[config.mk]
export PLATFORM = sky130hd
export DESIGN_NAME = hangy_input_frontend
export DESIGN_NICKNAME = d
export VERILOG_FILES = /design/src/rtl/hangy_input_frontend.sv
export SDC_FILE = /design/constraint.sdc
export NUM_CORES = 1
export LEC_CHECK = 0
export ABC_AREA = 1
export CAP_MARGIN = 0
export CORE_UTILIZATION = 54
export DETAILED_ROUTE_END_ITERATION = 10
export PLACE_DENSITY = 0.74
export REMOVE_ABC_BUFFERS = 1
export SYNTH_ARGS = -nofsm -noshare
export SYNTH_HDL_FRONTEND = slang
export SYNTH_SLANG_ARGS = --single-unit
[constraint.sdc]
create_clock -name clk -period 2.4 [get_ports clk]
set_input_delay 0.48 -clock clk [delete_from_list [all_inputs] [get_ports clk]]
set_output_delay 0.48 -clock clk [all_outputs]
set_load 0.05 [all_outputs]
[src/rtl/hangy_input_frontend.sv]
// Button front end for the hangy core: synchronize, debounce, step the letter, snapshot a word index.
// Optional auto-repeat of held up/down buttons is enabled by defining HANGY_AUTOREPEAT_EN.
module hangy_input_frontend #(
  parameter int DEBOUNCE_CYCLES = 16,
  parameter int LETTERS         = 26,
  parameter int HOLDOFF_CYCLES  = 8,
  parameter int REPEAT_CYCLES   = 4096
) (
  input  logic        clk,
  input  logic        rst,
  input  logic        btn_up,
  input  logic        btn_down,
  input  logic        btn_enter,
  output logic [11:0] chip_input,
  output logic        busy
);

  localparam int DEB_W     = $clog2(DEBOUNCE_CYCLES + 1);
  localparam int HOLD_W    = $clog2(HOLDOFF_CYCLES);
  localparam int BTN_UP    = 0;
  localparam int BTN_DOWN  = 1;
  localparam int BTN_ENTER = 2;

  typedef enum logic [1:0] {IDLE, PULSE, HOLDOFF} state_t;

  logic [2:0] raw;
  logic [2:0] press;

  assign raw = {btn_enter, btn_down, btn_up};

  // Per button: 2-flop synchronizer, stability counter, and a delayed copy for edge detection.
  for (genvar gi = 0; gi < 3; gi++) begin : g_btn
    logic             meta_reg;
    logic             sync_reg;
    logic             level_reg;
    logic             level_d_reg;
    logic [DEB_W-1:0] cnt_reg;

    always_ff @(posedge clk or negedge rst) begin
      if (!rst) begin
        meta_reg    <= 1'b0;
        sync_reg    <= 1'b0;
        level_reg   <= 1'b0;
        level_d_reg <= 1'b0;
        cnt_reg     <= '0;
      end else begin
        meta_reg    <= raw[gi];
        sync_reg    <= meta_reg;
        level_d_reg <= level_reg;
        if (sync_reg == level_reg) begin
          cnt_reg <= '0;
        end else if (cnt_reg == DEB_W'(DEBOUNCE_CYCLES)) begin
          level_reg <= sync_reg;
          cnt_reg   <= '0;
        end else begin
          cnt_reg <= cnt_reg + 1'b1;
        end
      end
    end

    assign press[gi] = level_reg & ~level_d_reg;
  end

  state_t            state_reg, state_next;
  logic [HOLD_W-1:0] hold_cnt_reg, hold_cnt_next;
  logic [4:0]        letter_reg, letter_next;
  logic [5:0]        word_reg, word_next;
  logic [5:0]        lfsr_reg;
  logic              next_reg;
  logic              busy_reg;
  logic              step_up;
  logic              step_down;

`ifdef HANGY_AUTOREPEAT_EN
  localparam int RPT_W = $clog2(REPEAT_CYCLES + 1);

  logic [RPT_W-1:0] rpt_cnt_reg;
  logic             rpt_hold;
  logic             rpt_fire;

  // Exactly one of up/down held in IDLE; both held cancels repeating.
  assign rpt_hold = (state_reg == IDLE) && (g_btn[BTN_UP].level_reg ^ g_btn[BTN_DOWN].level_reg);
  assign rpt_fire = rpt_hold && (rpt_cnt_reg == RPT_W'(REPEAT_CYCLES));

  always_ff @(posedge clk or negedge rst) begin
    if (!rst) begin
      rpt_cnt_reg <= '0;
    end else if (!rpt_hold) begin
      rpt_cnt_reg <= '0;
    end else if (rpt_fire) begin
      rpt_cnt_reg <= RPT_W'(1);
    end else begin
      rpt_cnt_reg <= rpt_cnt_reg + 1'b1;
    end
  end

  assign step_up   = press[BTN_UP]   | (rpt_fire & g_btn[BTN_UP].level_reg);
  assign step_down = press[BTN_DOWN] | (rpt_fire & g_btn[BTN_DOWN].level_reg);
`else
  logic unused_repeat;

  assign unused_repeat = (REPEAT_CYCLES > 0);
  assign step_up       = press[BTN_UP];
  assign step_down     = press[BTN_DOWN];
`endif

  always_comb begin
    state_next    = state_reg;
    hold_cnt_next = hold_cnt_reg;
    letter_next   = letter_reg;
    word_next     = word_reg;
    case (state_reg)
      IDLE: begin
        if (press[BTN_ENTER]) begin
          state_next = PULSE;
          word_next  = lfsr_reg - 6'd1;
        end else if (step_up && !step_down) begin
          letter_next = (letter_reg == 5'(LETTERS - 1)) ? 5'd0 : letter_reg + 5'd1;
        end else if (step_down && !step_up) begin
          letter_next = (letter_reg == 5'd0) ? 5'(LETTERS - 1) : letter_reg - 5'd1;
        end
      end
      PULSE: begin
        state_next    = HOLDOFF;
        hold_cnt_next = HOLD_W'(HOLDOFF_CYCLES - 1);
      end
      HOLDOFF: begin
        if (hold_cnt_reg == '0) begin
          state_next = IDLE;
        end else begin
          hold_cnt_next = hold_cnt_reg - 1'b1;
        end
      end
      default: state_next = IDLE;
    endcase
  end

  // Strobe and busy are registered from the next state so they line up with state_reg.
  always_ff @(posedge clk or negedge rst) begin
    if (!rst) begin
      state_reg    <= IDLE;
      hold_cnt_reg <= '0;
      letter_reg   <= '0;
      word_reg     <= '0;
      lfsr_reg     <= 6'b000001;
      next_reg     <= 1'b0;
      busy_reg     <= 1'b0;
    end else begin
      state_reg    <= state_next;
      hold_cnt_reg <= hold_cnt_next;
      letter_reg   <= letter_next;
      word_reg     <= word_next;
      lfsr_reg     <= {lfsr_reg[4:0], lfsr_reg[5] ^ lfsr_reg[4]};
      next_reg     <= (state_next == PULSE);
      busy_reg     <= (state_next != IDLE);
    end
  end

  assign chip_input = {word_reg, next_reg, letter_reg};
  assign busy       = busy_reg;

endmodule

; After elaboration in Yosys (flattened, before gate mapping)
; Cells that the tools add are included.
[word_totals]
register_bits = 51
in_bits = 5
out_inout_bits = 13
wordCells = 82
[op_classes]
addsub = 7
eq_ne = 11
mux = 15
bitwise = 11
reduce_logical = 16
[ops]
columns = op, count
row1 = $mux W5, 10
row2 = $add A5 B1 Y5 const B, 4
row3 = $eq A5 B5 Y1 const B, 4
row4 = $reduce_and A2 Y1, 5
row5 = $not A1 Y1, 7
row6 = $pmux W2 S3, 1
row7 = $pmux W3 S2, 1
row8 = $reduce_bool A2 Y1, 3
row9 = $sub A6 B1 Y6 const B, 1
row10 = $logic_not A5 Y1, 1
row11 = $sub A5 B1 Y5 const B, 1
row12 = $eq A2 B1 Y1 const B, 2
row13 = $mux W2, 2
row14 = $and A1 B1 Y1, 3
row15 = $eq A1 B1 Y1, 3
row16 = $logic_not A3 Y1, 1
row17 = $mux W3, 1
row18 = $reduce_and A3 Y1, 1
row19 = $sub A3 B1 Y3 const B, 1
row20 = $eq A2 B2 Y1 const B, 1
row21 = $logic_and A1 B1 Y1, 2
row22 = $logic_not A1 Y1, 2
row23 = $logic_not A2 Y1, 1
row24 = $ne A2 B2 Y1 const B, 1
row25 = $xor A1 B1 Y1, 1

; Depth between registers and ports, before layout
; Gate-level depths: netlist (run 1).
[depth]
ltp_word = 6
depth_mapped = 11

; Worst setup path before layout (run 1)
; No wires, ideal clock.
[synth_path]
path_type = flip-flop to flip-flop
start = reg letter_reg[0]
end = reg letter_reg[2]
arrival_ps = 1485
setup_slack_ps = 799
path_stages_with_launch = 8
period_less_slack_ps = 1601
cell_sequence = dfrtp_1 -> inv_1 -> ha_1 -> xor2_1 -> nand3_1 -> o21ai_1 -> nand2_1 -> nand2_1
[synth_via]
elab_chain_len = 4
elab_cells_between_ends = 8
[synth_rtl]
columns = element, line
row1 = "start, declared", 66  ; logic [4:0] letter_reg, letter_next;
row2 = "start signal, assigned", 151  ; letter_reg <= letter_next;
row3 = $sub A5 B1 Y5 / $logic_not A5 Y1 (equally long branches), 120  ; letter_next = (letter_reg == 5'd0) ? 5'(LETTERS - 1) : letter_reg - 5'd1;
row4 = $mux W5, 120
row5 = $mux W5, 119  ; end else if (step_down && !step_up) begin
row6 = $mux W5 *, 117  ; end else if (step_up && !step_down) begin
; Every way passes the cells marked *; elsewhere a longest branch is shown, timed or not. The select of a mux whose other input is x is not followed.
; A chain may end at the register's enable or synchronous reset.

; Worst setup path after layout (run 1)
[layout_path]
start = reg letter_reg[3]
end = out chip_input[3]
[layout_lines]
columns = element, line
row1 = "end, declared", 14  ; output logic [11:0] chip_input,
; No word-level cell between the ends.

==> impl_results.md, run 1 <==
- Routed len/inst: 11.0 um
- Worst R2R Start: g_btn[0].level_reg
- Critical path class: reg2out
- Comb power frac: 6.7%
- Hold WC Path Type: in2async
- Core ar.: 4120 sq um
- Clock latency on the worst-skew pair: between 0.3 and 0.4 ns
- Most area-consuming cells after synthesis: dfrtp_1 52%, ha_1 6.8%, nand2_1 6.7%
- Number of DRC markers in iteration 0: 75
- Grt ovf: 0
- Part of the cycle the worst path needs: between 90% and 100%
- LEAKAGE: 1.36 nW
- Design Area, Final: about 2700 sq um
- N_diodes: 0
- Tightest Pin Transition: 0.502 ns
- Chip Width: 68.6 um
- CTS max path bufs: 2
- Post-synthesis sequential area ratio: 53.3%
- Clk pin slew, worst setup/hold paths: 0.10 ns
- Critical-path cell list: clkdlybuf4s50_1
- Switching Fraction: 23.4%
- Flip-flop and latch area: 1280 sq um
- H-Tree Depth: 2
- Post-synth top area share: approximately 52%
- Final setup margin: about 0.22 ns
- Worst hold slack: 0.119 ns
- Yosys Warn Count: 0
- Buf/Inv on CP: 1
- Mean Syn Cell Area: 9.77 sq um
- Post-synth ARST share: 100%
- Pin count of the biggest net entering global routing: 23
- Max-cap violations: 0
- Cell taking the most area after synthesis: dfrtp_1
- Final hold vios: 0
- Crit path capture type: primary output
- Fill cells: 330
- Global-route wire length before repair: 5.94 mm
- Worst slew margin: 66.5%
- Initial Util: 58.2%
- Slew Limit Fails: 0
- Max reg flops: 15
- Initial antenna violation count: 0
- Cell Rows: 23
- CTS resizes: 0
- Io pins: 18
- Max incr delay on CP: roughly 0.86 ns
- Clock sink total: 51
- Power Density: around 600 nW/um^2
- Flop-to-flop setup slack: around 0.95 ns
- RSZ-0062 raised after global routing: no
- Final HPWL DP: 2.65 mm
- Port Buf Inserts: 17
- Post-Place Setup Slack: about 0.56 ns
- TritonCTS clock tree: yes
- CP Max Fanout: 9
- Die height: 68.6 um
- Number of CTS-inserted buffers: 5
- Setup crit start kind: flip-flop
- DRT antenna net count: 0
- Synth unique cells: 32
- Number of synthesized flops with an enable pin: 0
- # hold bufs at CTS: 0
- Worst EP arrival: 1.70 ns
- Post-Route WL: ~3.5 mm
- Top FF cell, synth: dfrtp_1
- P_int: 0.00124 W
- Via count: 1,560
- Post-DP Area: 2610 sq um
- Count of state elements after synthesis: 51
- Final setup vio count: 0
- Clock network power share: 37.5%
- Vias per inst: 4.89
- Peak VDD IR: 0.428 mV
- Die ar.: 4710 sq um
- Outcome: finished clean
- Mapped Area: 2390 sq um
- RD Place Congestion: roughly 0.79
- Multi-input gate area: 955 sq um
- Crit-path leading delay family: buffers and inverters
- # Post-CTS Setup Buffers: 0
- Crit. Startpoint: letter_reg[3]
- Synth cell count leaders: 50 x dfrtp_1, 43 x nand2_1, 29 x nor2_1, 28 x inv_1, 18 x nand3_1
- Switching pwr: 0.000378 W
- # nets final: about 290
- Flop pwr share: 55.8%
- R2R cell count: 11
- FF-to-FF End: letter_reg[3]
- Min Tclk post-route: 2.18 ns
- Share of layout cells above drive strength 1: 12.6%
- TritonRoute pass-1 iters: 4
- Slowest CP cell: clkdlybuf4s50_1
- CP Data Required Time: 1.92 ns
- CTS root buffer: clkbuf_8
- TNS Setup: 0 ns
- Area Overhead vs Synth: 13.7%
- Gr usage total: 17.7%
- Residual DRC count: 0
- Setup skew after layout: 0.00892 ns
- Overall power: 0.00162 W
- Fmax: 0.459 GHz
- Most instantiated library cell after synthesis: dfrtp_1
- Vias in the first global route: 1,404
- Cells after synthesis: about 250
-- worst max-delay path by stage --
stage | end | slack [ns] | depth (start not counted)
final | chip_input[3] | 0.22 | 1
after global routing | chip_input[3] | 0.16 | 1
after CTS | chip_input[3] | 0.21 | 1
after detailed placement | chip_input[3] | 0.56 | 1
after global placement | chip_input[3] | 0.57 | 1
after floorplan | letter_reg[2] | 0.77 | 7
-- metrics by stage --
stage / std cells / utilization, %
2_1_floorplan: 241 / -
3_3_place_gp: 311 / 63.4
3_5_place_dp: 311 / 63.4
4_1_cts: 319 / 66.2
5_1_grt: 319 / 66.2
6_report: 319 / 66.2
-- logic make-up (layout without fill, tap and decap cells) --
logic type	count (synthesis)	in the layout	synth area share, %
XOR/XNOR	14	14	5.12
buffers and inverters	37	61	6.79
AND/OR/NAND/NOR	112	112	23.2
flip-flops	51	51	53.3
adder cells (fa/ha/maj)	13	13	6.79
AO/OA/AOI/OAI	17	17	4.28
multiplexers	1	1	0.470
-- layer usage --
layer	up-vias	share of wire, %	global-route usage (%)
li1	812	-	-
met1	722	46	19.5
met2	20	48	30.6
met3	6	3.5	5.43
met4	0	1.9	8.59
met5	-	0	0
-- power by group through the flow --
stage,Sequential [W],Combinational [W],Clock [W]
after floorplan,0.000931,0.0000516,0
after global placement,0.000918,0.000109,0
after detailed placement,0.000919,0.000111,0
after CTS,0.000903,0.000111,0.000626
after global routing,0.000906,0.000125,0.000653
final,0.000902,0.000108,0.000607
-- cell type report --
cell class | instances | area share [%]
Timing Repair Buffer | 20 | 6.89
Sequential cell | 51 | 46.9
Tap cell | 50 | 2.30
Multi-Input combinational cell | 157 | 35.0
Clock inverter | 3 | 1.75
Inverter | 33 | 4.59
Clock buffer | 5 | 2.53
-- cells in the final DEF, fill, tap and decap left out --
cell type,instances
nor2_8,2
inv_1,28
ha_1,13
xnor2_1,5
nand2_1,43
o21ai_2,3
buf_4,3
o21ai_0,1
o21ai_1,6
inv_2,4
xor2_1,9
clkbuf_8,5
nor2_1,29
inv_6,1
nand2_4,1
o211ai_1,1
mux2_2,1
nor2_4,2
dfrtp_1,50
nand3_1,18
a21oi_1,4
nor3b_1,3
nand4_1,3
clkinv_2,1
o21bai_1,1
clkinv_4,1
nand4_2,1
nand3_2,1
clkdlybuf4s50_1,16
nand2_2,2
dfstp_2,1
bufinv_16,1
buf_2,1
nor2_2,3
a31oi_1,1
and2_1,3
nand3b_1,1
(Power assumes the default switching activity.)
==> inputs of run 2 (changes only) <==
--- a/config.mk
+++ b/config.mk
@@ -6,7 +6,7 @@
 export NUM_CORES = 1
 export LEC_CHECK = 0
 export ABC_AREA = 1
-export CAP_MARGIN = 0
+export CAP_MARGIN = 25
 export CORE_UTILIZATION = 54
 export DETAILED_ROUTE_END_ITERATION = 10
 export PLACE_DENSITY = 0.74
==> results of run 2 <==
Same layout as run 1: the final DEF is identical, and so are final timing and power.
